## config.mk

```make
export PLATFORM = sky130hd
export DESIGN_NAME = cam_in_formatter_flat
export DESIGN_NICKNAME = d
export VERILOG_FILES = /design/src/rtl/cam_in_formatter_if.sv /design/src/rtl/cam_in_formatter.sv /design/src/flat_wrapper.sv
export SDC_FILE = /design/constraint.sdc
export NUM_CORES = 1
export LEC_CHECK = 0
export BUFFER_PORTS_ARGS = -buffer_cell sky130_fd_sc_hd__buf_2
export CORE_MARGIN = 1.5
export CORE_UTILIZATION = 55
export CTS_CLUSTER_DIAMETER = 60
export CTS_CLUSTER_SIZE = 10
export DETAILED_ROUTE_END_ITERATION = 12
export PLACE_DENSITY = 0.87
export REMOVE_ABC_BUFFERS = 1
export SYNTH_ARGS = -nofsm -noshare
export SYNTH_HDL_FRONTEND = slang
export SYNTH_SLANG_ARGS = --single-unit
```

## constraint.sdc

```tcl
create_clock -name clk -period 2.65 [get_ports clk]
set_clock_uncertainty 0.15 [all_clocks]
set_input_delay 0.1325 -clock clk [delete_from_list [all_inputs] [get_ports clk]]
set_output_delay 0.1325 -clock clk [all_outputs]
set_load 0.05 [all_outputs]
```

## src/rtl/cam_in_formatter_if.sv

```systemverilog
// Camera pin bundle (sync + stereo data) and tagged pixel / frame report bundle
// for cam_in_formatter. The camera side is the master, the formatter the slave.
interface cam_in_formatter_if #(
  parameter int PIXEL_WIDTH = 8,
  parameter int HCNT_WIDTH  = 11,
  parameter int VCNT_WIDTH  = 10
);
  logic                   fval;
  logic                   lval;
  logic                   dval;
  logic [PIXEL_WIDTH-1:0] data_l;
  logic [PIXEL_WIDTH-1:0] data_r;
  logic                   out_valid;
  logic [PIXEL_WIDTH-1:0] out_data_l;
  logic [PIXEL_WIDTH-1:0] out_data_r;
  logic [HCNT_WIDTH-1:0]  out_x;
  logic [VCNT_WIDTH-1:0]  out_y;
  logic                   out_sof;
  logic                   out_eol;
  logic                   out_eof;
  logic                   frame_done;
  logic [HCNT_WIDTH-1:0]  meas_hact;
  logic [VCNT_WIDTH-1:0]  meas_vact;
  logic [15:0]            frame_cnt;
  logic                   err_geom;

  modport master (
    output fval, lval, dval, data_l, data_r,
    input  out_valid, out_data_l, out_data_r, out_x, out_y, out_sof, out_eol, out_eof,
    input  frame_done, meas_hact, meas_vact, frame_cnt, err_geom
  );

  modport slave (
    input  fval, lval, dval, data_l, data_r,
    output out_valid, out_data_l, out_data_r, out_x, out_y, out_sof, out_eol, out_eof,
    output frame_done, meas_hact, meas_vact, frame_cnt, err_geom
  );
endinterface

```

## src/rtl/cam_in_formatter.sv

```systemverilog
// Camera input stage: registers raw sync/data, tags pixels with X/Y/SOF/EOL/EOF
// and measures frame geometry. Optional check logic: `define CAM_GEOM_CHECK_EN.
module cam_in_formatter #(
  parameter int PIXEL_WIDTH = 8,
  parameter int HCNT_WIDTH  = 11,
  parameter int VCNT_WIDTH  = 10,
  parameter int EXP_HACT    = 320,
  parameter int EXP_VACT    = 480
) (
  input logic               clk,
  input logic               rst_n,
  cam_in_formatter_if.slave cam
);

  typedef enum logic [1:0] {
    SYNC   = 2'd0,
    IDLE   = 2'd1,
    ACTIVE = 2'd2,
    DONE   = 2'd3
  } state_t;

  localparam logic [HCNT_WIDTH-1:0] X_MAX = {HCNT_WIDTH{1'b1}};
  localparam logic [HCNT_WIDTH-1:0] X_ONE = {{(HCNT_WIDTH-1){1'b0}}, 1'b1};
  localparam logic [HCNT_WIDTH-1:0] X_ZERO = {HCNT_WIDTH{1'b0}};
  localparam logic [VCNT_WIDTH-1:0] Y_MAX = {VCNT_WIDTH{1'b1}};
  localparam logic [VCNT_WIDTH-1:0] Y_ONE = {{(VCNT_WIDTH-1){1'b0}}, 1'b1};
  localparam logic [VCNT_WIDTH-1:0] Y_ZERO = {VCNT_WIDTH{1'b0}};

  state_t                 state_r;
  state_t                 state_nxt_s;
  logic                   primed_r;
  logic                   fval_r;
  logic                   lval_r;
  logic                   dval_r;
  logic                   fval_d_r;
  logic [PIXEL_WIDTH-1:0] data_l_r;
  logic [PIXEL_WIDTH-1:0] data_r_r;
  logic [HCNT_WIDTH-1:0]  x_r;
  logic [VCNT_WIDTH-1:0]  y_r;
  logic [HCNT_WIDTH-1:0]  line_w_r;
  logic                   has_pix_r;

  logic                   fval_rise_s;
  logic                   fval_fall_s;
  logic                   in_frame_s;
  logic                   pix_s;
  logic                   next_qual_s;
  logic                   eol_s;
  logic                   eof_s;
  logic                   sof_s;
  logic [HCNT_WIDTH-1:0]  width_s;
  logic                   err_nxt_s;

  logic                   out_valid_r;
  logic [PIXEL_WIDTH-1:0] out_data_l_r;
  logic [PIXEL_WIDTH-1:0] out_data_r_r;
  logic [HCNT_WIDTH-1:0]  out_x_r;
  logic [VCNT_WIDTH-1:0]  out_y_r;
  logic                   out_sof_r;
  logic                   out_eol_r;
  logic                   out_eof_r;
  logic                   frame_done_r;
  logic [HCNT_WIDTH-1:0]  meas_hact_r;
  logic [VCNT_WIDTH-1:0]  meas_vact_r;
  logic [15:0]            frame_cnt_r;
  logic                   err_geom_r;

  // Stage 1: raw pin capture; primed_r keeps SYNC from trusting the reset value of fval_r.
  always_ff @(posedge clk or negedge rst_n) begin
    if (!rst_n) begin
      primed_r <= 1'b0;
      fval_r   <= 1'b0;
      lval_r   <= 1'b0;
      dval_r   <= 1'b0;
      fval_d_r <= 1'b0;
      data_l_r <= {PIXEL_WIDTH{1'b0}};
      data_r_r <= {PIXEL_WIDTH{1'b0}};
    end else begin
      primed_r <= 1'b1;
      fval_r   <= cam.fval;
      lval_r   <= cam.lval;
      dval_r   <= cam.dval;
      fval_d_r <= fval_r;
      data_l_r <= cam.data_l;
      data_r_r <= cam.data_r;
    end
  end

  // Pixel qualification with one-cycle lookahead on the raw pins for EOL/EOF.
  always_comb begin
    fval_rise_s = fval_r & ~fval_d_r;
    fval_fall_s = ~fval_r & fval_d_r;
    in_frame_s  = (state_r == ACTIVE) | ((state_r == IDLE) & fval_rise_s);
    pix_s       = fval_r & lval_r & dval_r & in_frame_s;
    next_qual_s = cam.fval & cam.lval & cam.dval;
    eol_s       = pix_s & ~next_qual_s;
    eof_s       = eol_s & ~cam.fval;
    sof_s       = pix_s & ~has_pix_r;
    if (x_r == X_MAX) begin
      width_s = X_MAX;
    end else begin
      width_s = x_r + X_ONE;
    end
  end

  // Frame FSM state register.
  always_ff @(posedge clk or negedge rst_n) begin
    if (!rst_n) begin
      state_r <= SYNC;
    end else begin
      state_r <= state_nxt_s;
    end
  end

  // Frame FSM next state.
  always_comb begin
    state_nxt_s = state_r;
    case (state_r)
      SYNC: begin
        if (primed_r && !fval_r) begin
          state_nxt_s = IDLE;
        end else begin
          state_nxt_s = SYNC;
        end
      end
      IDLE: begin
        if (fval_rise_s) begin
          state_nxt_s = ACTIVE;
        end else begin
          state_nxt_s = IDLE;
        end
      end
      ACTIVE: begin
        if (fval_fall_s) begin
          state_nxt_s = DONE;
        end else begin
          state_nxt_s = ACTIVE;
        end
      end
      DONE:    state_nxt_s = IDLE;
      default: state_nxt_s = SYNC;
    endcase
  end

  // Saturating X/Y position and last line width; everything clears outside an open frame.
  always_ff @(posedge clk or negedge rst_n) begin
    if (!rst_n) begin
      x_r       <= X_ZERO;
      y_r       <= Y_ZERO;
      line_w_r  <= X_ZERO;
      has_pix_r <= 1'b0;
    end else if (pix_s) begin
      has_pix_r <= 1'b1;
      if (eol_s) begin
        x_r      <= X_ZERO;
        line_w_r <= width_s;
        y_r      <= (y_r == Y_MAX) ? y_r : y_r + Y_ONE;
      end else begin
        x_r <= (x_r == X_MAX) ? x_r : x_r + X_ONE;
      end
    end else if (state_r != ACTIVE) begin
      x_r       <= X_ZERO;
      y_r       <= Y_ZERO;
      line_w_r  <= X_ZERO;
      has_pix_r <= 1'b0;
    end
  end

`ifdef CAM_GEOM_CHECK_EN
  localparam logic [HCNT_WIDTH-1:0] EXP_H = HCNT_WIDTH'(EXP_HACT);
  localparam logic [VCNT_WIDTH-1:0] EXP_V = VCNT_WIDTH'(EXP_VACT);

  logic ovf_r;
  logic mism_r;
  logic ovf_hit_s;
  logic line_bad_s;

  always_comb begin
    ovf_hit_s  = pix_s & ((~eol_s & (x_r == X_MAX)) | (eol_s & (y_r == Y_MAX)));
    line_bad_s = eol_s & (width_s != EXP_H);
    err_nxt_s  = mism_r | ovf_r | (y_r != EXP_V);
  end

  // Per-frame overflow and mismatch flags, restarted by SOF.
  always_ff @(posedge clk or negedge rst_n) begin
    if (!rst_n) begin
      ovf_r  <= 1'b0;
      mism_r <= 1'b0;
    end else if (sof_s) begin
      ovf_r  <= ovf_hit_s;
      mism_r <= line_bad_s;
    end else if (pix_s) begin
      ovf_r  <= ovf_r | ovf_hit_s;
      mism_r <= mism_r | line_bad_s;
    end else if (state_r != ACTIVE) begin
      ovf_r  <= 1'b0;
      mism_r <= 1'b0;
    end
  end
`else
  assign err_nxt_s = 1'b0;
`endif

  // Stage 2: tagged pixel outputs and the per-frame report latched in DONE.
  always_ff @(posedge clk or negedge rst_n) begin
    if (!rst_n) begin
      out_valid_r  <= 1'b0;
      out_data_l_r <= {PIXEL_WIDTH{1'b0}};
      out_data_r_r <= {PIXEL_WIDTH{1'b0}};
      out_x_r      <= X_ZERO;
      out_y_r      <= Y_ZERO;
      out_sof_r    <= 1'b0;
      out_eol_r    <= 1'b0;
      out_eof_r    <= 1'b0;
      frame_done_r <= 1'b0;
      meas_hact_r  <= X_ZERO;
      meas_vact_r  <= Y_ZERO;
      frame_cnt_r  <= 16'd0;
      err_geom_r   <= 1'b0;
    end else begin
      out_valid_r  <= pix_s;
      out_sof_r    <= sof_s;
      out_eol_r    <= eol_s;
      out_eof_r    <= eof_s;
      frame_done_r <= (state_r == DONE);
      if (pix_s) begin
        out_data_l_r <= data_l_r;
        out_data_r_r <= data_r_r;
        out_x_r      <= x_r;
        out_y_r      <= y_r;
      end
      if (state_r == DONE) begin
        meas_hact_r <= line_w_r;
        meas_vact_r <= y_r;
        frame_cnt_r <= frame_cnt_r + 16'd1;
        err_geom_r  <= err_nxt_s;
      end
    end
  end

  assign cam.out_valid  = out_valid_r;
  assign cam.out_data_l = out_data_l_r;
  assign cam.out_data_r = out_data_r_r;
  assign cam.out_x      = out_x_r;
  assign cam.out_y      = out_y_r;
  assign cam.out_sof    = out_sof_r;
  assign cam.out_eol    = out_eol_r;
  assign cam.out_eof    = out_eof_r;
  assign cam.frame_done = frame_done_r;
  assign cam.meas_hact  = meas_hact_r;
  assign cam.meas_vact  = meas_vact_r;
  assign cam.frame_cnt  = frame_cnt_r;
  assign cam.err_geom   = err_geom_r;

endmodule

```

## src/flat_wrapper.sv

```systemverilog
// flat-port wrapper written by rule: the top's interface ports become plain ports
module cam_in_formatter_flat 
#(
  parameter int PIXEL_WIDTH = 8,
  parameter int HCNT_WIDTH  = 11,
  parameter int VCNT_WIDTH  = 10,
  parameter int EXP_HACT    = 320,
  parameter int EXP_VACT    = 480
)
  (clk, rst_n, cam_fval, cam_lval, cam_dval, cam_data_l, cam_data_r, cam_out_valid, cam_out_data_l, cam_out_data_r, cam_out_x, cam_out_y, cam_out_sof, cam_out_eol, cam_out_eof, cam_frame_done, cam_meas_hact, cam_meas_vact, cam_frame_cnt, cam_err_geom);
  cam_in_formatter_if #(.PIXEL_WIDTH(PIXEL_WIDTH), .HCNT_WIDTH(HCNT_WIDTH), .VCNT_WIDTH(VCNT_WIDTH)) cam_i ();
  input logic clk;
  input logic rst_n;
  input wire logic [$bits(cam_i.fval)-1:0] cam_fval;
  input wire logic [$bits(cam_i.lval)-1:0] cam_lval;
  input wire logic [$bits(cam_i.dval)-1:0] cam_dval;
  input wire logic [$bits(cam_i.data_l)-1:0] cam_data_l;
  input wire logic [$bits(cam_i.data_r)-1:0] cam_data_r;
  output wire logic [$bits(cam_i.out_valid)-1:0] cam_out_valid;
  output wire logic [$bits(cam_i.out_data_l)-1:0] cam_out_data_l;
  output wire logic [$bits(cam_i.out_data_r)-1:0] cam_out_data_r;
  output wire logic [$bits(cam_i.out_x)-1:0] cam_out_x;
  output wire logic [$bits(cam_i.out_y)-1:0] cam_out_y;
  output wire logic [$bits(cam_i.out_sof)-1:0] cam_out_sof;
  output wire logic [$bits(cam_i.out_eol)-1:0] cam_out_eol;
  output wire logic [$bits(cam_i.out_eof)-1:0] cam_out_eof;
  output wire logic [$bits(cam_i.frame_done)-1:0] cam_frame_done;
  output wire logic [$bits(cam_i.meas_hact)-1:0] cam_meas_hact;
  output wire logic [$bits(cam_i.meas_vact)-1:0] cam_meas_vact;
  output wire logic [$bits(cam_i.frame_cnt)-1:0] cam_frame_cnt;
  output wire logic [$bits(cam_i.err_geom)-1:0] cam_err_geom;
  assign cam_i.fval = cam_fval;
  assign cam_i.lval = cam_lval;
  assign cam_i.dval = cam_dval;
  assign cam_i.data_l = cam_data_l;
  assign cam_i.data_r = cam_data_r;
  assign cam_out_valid = cam_i.out_valid;
  assign cam_out_data_l = cam_i.out_data_l;
  assign cam_out_data_r = cam_i.out_data_r;
  assign cam_out_x = cam_i.out_x;
  assign cam_out_y = cam_i.out_y;
  assign cam_out_sof = cam_i.out_sof;
  assign cam_out_eol = cam_i.out_eol;
  assign cam_out_eof = cam_i.out_eof;
  assign cam_frame_done = cam_i.frame_done;
  assign cam_meas_hact = cam_i.meas_hact;
  assign cam_meas_vact = cam_i.meas_vact;
  assign cam_frame_cnt = cam_i.frame_cnt;
  assign cam_err_geom = cam_i.err_geom;
  cam_in_formatter #(.PIXEL_WIDTH(PIXEL_WIDTH), .HCNT_WIDTH(HCNT_WIDTH), .VCNT_WIDTH(VCNT_WIDTH), .EXP_HACT(EXP_HACT), .EXP_VACT(EXP_VACT)) u_core (.clk(clk), .rst_n(rst_n), .cam(cam_i));
endmodule
```

==> results of run 1 <==
==> area by class of cell <==
cell class / count / area (µm²) / area share
inverters: 10 / 37.5 / 0.00553
flip-flops and latches: 135 / 3380 / 0.498
well taps: 129 / 161 / 0.0238
clock inverters: 14 / 140 / 0.0207
clock buffers: 18 / 428 / 0.0631
multi-input cells: 312 / 1860 / 0.275
repair buffers: 127 / 774 / 0.114
==> cells in the final DEF (no fill, tap or decap), drive strengths merged, types with 7 or more instances in the layout <==
master / instances
dfrtp: 135
dlygate4sd3: 20
o2bb2ai: 9
clkbuf: 18
xnor2: 11
nor4: 7
a22o: 9
nand4: 7
inv: 16
buf: 107
nor2: 10
o21ai: 19
nand3: 11
nand2: 129
nor3: 12
mux2: 18
and3: 7
==> how the worst min path moves through the flow <==
stage / slack, ns / cells after the start / startpoint / endpoint
after detailed placement: 0.09 / 1 / cam_data_l[2] / u_core.data_l_r[2]
after floorplan: -0.31 / 0 / rst_n / async pin
after global placement: 0.09 / 1 / rst_n / u_core.cam.frame_cnt[15]
after global routing: 0.1 / 2 / cam_data_l[0] / u_core.data_l_r[0]
after CTS: 0.09 / 2 / cam_data_l[2] / u_core.data_l_r[2]
final: 0.08 / 2 / rst_n / u_core.cam.frame_cnt[8]
==> sequential cells by signal (all words and copies together), names as in the netlist, 10 cells and up, named ones only <==
register	flops
u_core.y_r	10
u_core.cam.out_x	11
u_core.line_w_r	11
u_core.cam.frame_cnt	16
u_core.cam.meas_vact	10
u_core.cam.meas_hact	11
u_core.x_r	11
u_core.cam.out_y	10
==> through the flow <==
stage | total power [mW] | area (µm²)
6_report | 5.92 | 6780
3_3_place_gp | 3.67 | 6020
5_1_grt | 6.16 | 6780
2_1_floorplan | 3.34 | 5270
3_5_place_dp | 3.72 | 6020
4_1_cts | 5.96 | 6780
==> metal layers <==
metal  track usage  part of all wire  vias to the layer above
met3        0.0587             0.052                       23
met1         0.305              0.42                     1982
met5             0                 0                        -
met4        0.0865             0.018                        0
li1              -                 -                     1901
met2         0.411              0.51                      151
==> logic make-up (layout without fill, tap and decap cells) <==
group	after synthesis	after routing	synth area share
xor+xnor	16	16	0.0262
mux	18	18	0.0379
simple gates	204	204	0.178
flops	135	135	0.631
compound gates	69	69	0.0961
other cells	2	2	0.00140
fa+ha+maj	3	3	0.00701
buf+inv	28	169	0.0222
==> where the power goes <==
part           switching [mW]  internal [mW]  leakage [nW]
Sequential              0.141           2.27          1.81
Combinational           0.992          0.311          1.45
Clock                   0.919           1.29         0.270
==> timing repair <==
item                                   4_1_cts  5_1_grt
resized for setup                            0        0
endpoints found under the hold margin      109        0
hold buffers                                20        0
setup endpoints to repair                    0        0
setup buffers                                0        0
==> impl_results.md, run 1 <==
- Status: complete, no violations
- Vias per cell: 5.45
- Relative slew slack: 0.461
- Critical Path Slowest Stage Cell: nor4_4
- CP peak stage delay: 0.55 ns
- CTS clk-pin slew, worst paths: ~0.060 ns
- Reg2Reg Capture Point: u_core.x_r[2]
- Drt drc: 0
- Cells after DPL: 693
- Sequential share of the synthesized area: 0.631
- Post-synth EDFFs: 0
- Chip Width: 102 µm
- CP startpoint kind: flip-flop
- R2R depth: 5
- # rows: 35
- Fin. Hold Viols: 0
- CP cell instances: ha_1 > nand3_2 > nor4_4 > nor3_2 > a221o_1
- Top cell type's share of synthesized area: 0.631
- Critical Path End: u_core.x_r[2]
- Placed wire-length estimate: 7420 µm
- Final Max Slew Viols: 0
- Die height: 102 µm
- Layout cell share with drive strength beyond 1: 0.278
- Register bit total from synthesis: 135
- CTS buffer count: 17
- Final std cells w/o fill: 745
- H-tree depth: 4
- RR Startpoint: u_core.x_r[0]
- Final setup fails: 0
- Synth top area cells: dfrtp_1, nand2_1, mux2_2, xnor2_1, o21ai_0
- Clock sink count: 135
- Data required, critical path: 2.89 ns
- DP Worst Slack: around 0.35 ns
- Fmax: 0.416 GHz
- # port buffers: a little under 100
- Setup_tns: 0 ns
- Crit-path max FO: 10
- First-pass GRT wire length: 19200 µm
- GRT Residual Overflow: 0
- RSZ-0062 raised after global routing: false
- Hold slack: 0.0842 ns
- GRT Total Usage: 0.242
- CP Capture Type: flip-flop
- Final Critical Period: 2.40 ns
- Buffers plus inverters on the worst setup path: 0
- Antenna cells: 0
- Clock Tree Root: clkbuf_8
- Register-to-register setup slack: 0.25 ns
- Max Cap Viol: 0
- Post-synth top flop: dfrtp_1
- Antenna violations before repair: 0
- Core footprint: between 9000 and 10000 µm²
- Clock buffer depth: 2
- Cells after Synth: approximately 480
- Routed len/inst: 15.8 µm
- Synth warnings: 0
- Number of library cell types mapped by synthesis: 53
- Crit path from: u_core.x_r[0]
- Vias in the first global route: 4038
- Area leader, netlist: dfrtp_1
- P_leak: 3.53 nW
- Final Core Density: 0.727
- Final nets: 627
- Critical Path AT: between 2 and 3 ns
- Total wire length: 11800 µm
- Mapped Area: 5350 µm²
- Initial core utilization: 0.574
- CTS tree: built
- Later-pin clock latency in the skew report: 0.51 ns
- Worst path depth: 5
- CP top delay family: simple AND/OR/NAND/NOR gates
- Final Worst Setup Slack: 0.245 ns
- Largest net degree at the start of global routing: 91
- Most common cell in the netlist: dfrtp_1
- Drt first pass iters: 5
- Pwr/cell area: 873 nW/µm²
- Area grow syn2layout: 26.7%
- Iter 0 DRT Violations: 260
- Syn avg cell area: 11.3 µm²
- Via count: 4057
- Post-route ant nets: 0
- DIE AREA: 10300 µm²
- CP Class: reg2reg
- Final worst-path cycle share: 0.908
- RePlAce Congestion: 0.936
- Peak supply drop: 599 µV
- Tightest Pin Transition: 0.809 ns
- Fill cell total of the finished layout: 644
- Post-synth top cells: dfrtp_1, nand2_1, mux2_2
- Hold Path Class: in2async
- Ys async rst share: 1.00
- I/O pins: 101
(Power assumes the default switching activity.)
==> run 2, diff against run 1 <==
--- a/config.mk
+++ b/config.mk
@@ -5,13 +5,13 @@
 export SDC_FILE = /design/constraint.sdc
 export NUM_CORES = 1
 export LEC_CHECK = 0
-export BUFFER_PORTS_ARGS = -buffer_cell sky130_fd_sc_hd__buf_2
 export CORE_MARGIN = 1.5
-export CORE_UTILIZATION = 55
+export CORE_UTILIZATION = 62
 export CTS_CLUSTER_DIAMETER = 60
 export CTS_CLUSTER_SIZE = 10
 export DETAILED_ROUTE_END_ITERATION = 12
-export PLACE_DENSITY = 0.87
+export DONT_BUFFER_PORTS = 1
+export PLACE_DENSITY = 0.86
 export REMOVE_ABC_BUFFERS = 1
 export SYNTH_ARGS = -nofsm -noshare
 export SYNTH_HDL_FRONTEND = slang
==> run 2 against run 1 <==
Against the previous run:
- the run now ends with negative hold slack left
- via count fell by 7.7%
- non-clock buffer count fell by 98
- utilization rose by 2.2 points
- sequential cell count did not move
- critical path type unchanged
==> impl_results.md, run 2 (same netlist as run 1, synthesis figures left out) <==
- Switching part of the total power: 0.345 (was 0.347)
- Setup_tns: 0 ns (unchanged)
- Critical Path AT: 2.52 ns (was 2.64 ns)
- Final Worst Setup Slack: 0.381 ns (was 0.245 ns)
- Vias in the first global route: 3726 (was 4038)
- I/O pins: 101 (unchanged)
- Drt drc: 0 (unchanged)
- Crit-path max FO: 10 (unchanged)
- Most common cell after layout, fill and taps aside: dfrtp_1 (unchanged)
- Iter 0 DRT Violations: 210 (was 260)
- Via count: 3745 (was 4057)
- Area grow syn2layout: 16.1% (was 26.7%)
- GR Util met1: 0.321 (was 0.305)
- Status: finished with violations (was complete, no violations)
- GRT Residual Overflow: 0 (unchanged)
- R2R depth: 5 (unchanged)
- RePlAce Congestion: 0.839 (was 0.936)
- Hold Path Class: in2async (unchanged)
- # rows: 33 (was 35)
- Final Max Slew Viols: 0 (unchanged)
- Final Critical Period: 2.27 ns (was 2.40 ns)
- H-tree depth: 4 (unchanged)
- Core footprint: 8300 µm² (was 9330 µm²)
- Top Usage Layer GRT: met2 (unchanged)
- Drt first pass iters: 4 (was 5)
- Final std cells w/o fill: 623 (was 745)
- Cell-internal power: 3.70 mW (was 3.87 mW)
- Setup bufs post-CTS: 0 (unchanged)
- Register-to-register setup slack: 0.38 ns (was 0.25 ns)
- Post-route ant nets: 0 (unchanged)
- Hold slack: -0.846 ns (was 0.0842 ns)
- Fmax: 0.441 GHz (was 0.416 GHz)
- Max Cap Viol: 0 (unchanged)
- DIE AREA: 9200 µm² (was 10300 µm²)
- Clock Power Share: 0.377 (was 0.373)
- Final setup fails: 0 (unchanged)
- Clock Tree Root: clkbuf_8 (unchanged)
- Tot Pwr: 5.65 mW (was 5.92 mW)
- CP Capture Type: flip-flop (unchanged)
- RSZ-0062 raised after global routing: false (unchanged)
- Met3 Use GR: 0.0735 (was 0.0587)
- Final worst-path cycle share: 0.856 (was 0.908)
- CP startpoint kind: flip-flop (unchanged)
- CTS tree: built (unchanged)
- Comb pwr share: 0.095 (was 0.220)
- Cell area after layout: 6220 µm² (was 6780 µm²)
- Most frequent cells in the layout: dfrtp_1, nand2_1, dlygate4sd3_1 (was dfrtp_1, nand2_1, buf_2)
- CP Class: reg2reg (unchanged)
- Reg2Reg Capture Point: u_core.y_r[2] (was u_core.x_r[2])
- RR Startpoint: u_core.y_r[0] (was u_core.x_r[0])
- Met2 usage: 0.396 (was 0.411)
- Final Core Density: 0.749 (was 0.727)
- Seq pwr share: 0.527 (was 0.407)
- Pwr/cell area: 909 nW/µm² (was 873 nW/µm²)
- Hold buffer count at CTS: 19 (was 20)
- Layout cell share with drive strength beyond 1: 0.141 (was 0.278)
- Antenna violations before repair: 0 (unchanged)
- Cells after DPL: 572 (was 693)
- Max reg flops: 16 (unchanged)
- Fill cell total of the finished layout: 527 (was 644)
- Routed len/inst: 17.8 µm (was 15.8 µm)
- Die height: 95.9 µm (was 102 µm)
- Vias per cell: 6.01 (was 5.45)
- Dpl cell area: 5490 µm² (was 6020 µm²)
- CTS clk-pin slew, worst paths: 0.06 ns (about the same)
- GRT Total Usage: 0.255 (was 0.242)
- Chip Width: 95.9 µm (was 102 µm)
- Initial core utilization: 0.645 (was 0.574)
- Final nets: 529 (was 627)
- Violated checks: negative hold slack
- P_leak: 3.02 nW (was 3.53 nW)
- Fin. Hold Viols: 135 (was 0)
- Clock sink count: 135 (unchanged)
- Total wire length: 11100 µm (was 11800 µm)
- # port buffers: 0 (was 99)
- Data required, critical path: 2.90 ns (was 2.89 ns)
- Largest net degree at the start of global routing: 136 (was 91)
- Switch Pwr: 1.95 mW (was 2.05 mW)
- Tightest Pin Transition: 0.685 ns (was 0.809 ns)
- Placed wire-length estimate: 6890 µm (was 7420 µm)
- Clock buffer depth: 2 (unchanged)
- First-pass GRT wire length: 17600 µm (was 19200 µm)
- DP Worst Slack: 0.449 ns (was 0.346 ns)
- Later-pin clock latency in the skew report: 0.52 ns (was 0.51 ns)
- Antenna cells: 0 (unchanged)
- Relative slew slack: 0.540 (was 0.461)
- CTS buffer count: 17 (unchanged)
- Peak supply drop: 675 µV (was 599 µV)
-- run 2: cell types whose count changed in the layout (fill, tap and decap cells not counted), sizes merged --
cell	change
buf	-97
dlygate4sd3	-1
clkinvlp	+1
clkinv	+2
inv	-3
-- run 2: layout make-up --
cell class	instances	area (µm²)	share of cell area
Clock inverter	14	124	0.0199
Sequential cell	135	3380	0.543
Tap cell	105	131	0.0211
Multi-Input combinational cell	312	1860	0.300
Clock buffer	18	418	0.0672
Timing Repair Buffer	29	265	0.0427
Inverter	10	37.5	0.00604
-- run 2: worst max path at each step --
stage / from / to / slack [ns]
after global placement: u_core.state_r[0] / u_core.line_w_r[10] / 0.53
after global routing: u_core.y_r[0] / u_core.y_r[2] / 0.25
final: u_core.y_r[0] / u_core.y_r[2] / 0.38
after floorplan: u_core.state_r[0] / u_core.x_r[2] / -0.64
after CTS: u_core.y_r[0] / u_core.y_r[2] / 0.42
after detailed placement: flip-flop / u_core.line_w_r[10] / 0.45
-- run 2: per-layer routing --
| layer | up-vias | routed length, µm | share of wire |
|---|---|---|---|
| met4 | 0 | 374 | 0.034 |
| met2 | 150 | 5460 | 0.49 |
| li1 | 1705 | - | - |
| met5 | - | 0 | 0 |
| met1 | 1858 | 4660 | 0.42 |
| met3 | 32 | 625 | 0.056 |
-- run 2: power by group through the flow --
stage / sequential [mW] / combinational [mW] / clock (mW)
global placement: 3.00 / 0.485 / 0
CTS: 2.98 / 0.542 / 2.15
floorplan: 3.02 / 0.313 / 0
detailed placement: 3.02 / 0.511 / 0
global route: 3.00 / 0.598 / 2.25
finish: 2.98 / 0.539 / 2.13
-- run 2: repair_timing --
item / 4_1_cts / 5_1_grt
endpoints found under the setup margin: 0 / 0
endpoints found under the hold margin: 157 / 135
gates resized for setup: 0 / 0
-- run 2: worst max-delay path, cell delays in order, from the launching register on --
cell,delay [ns]
dfrtp_1,0.45
ha_1,0.30
nand4_1,0.16
o31ai_2,0.63
nor4_1,0.16
a211o_1,0.30
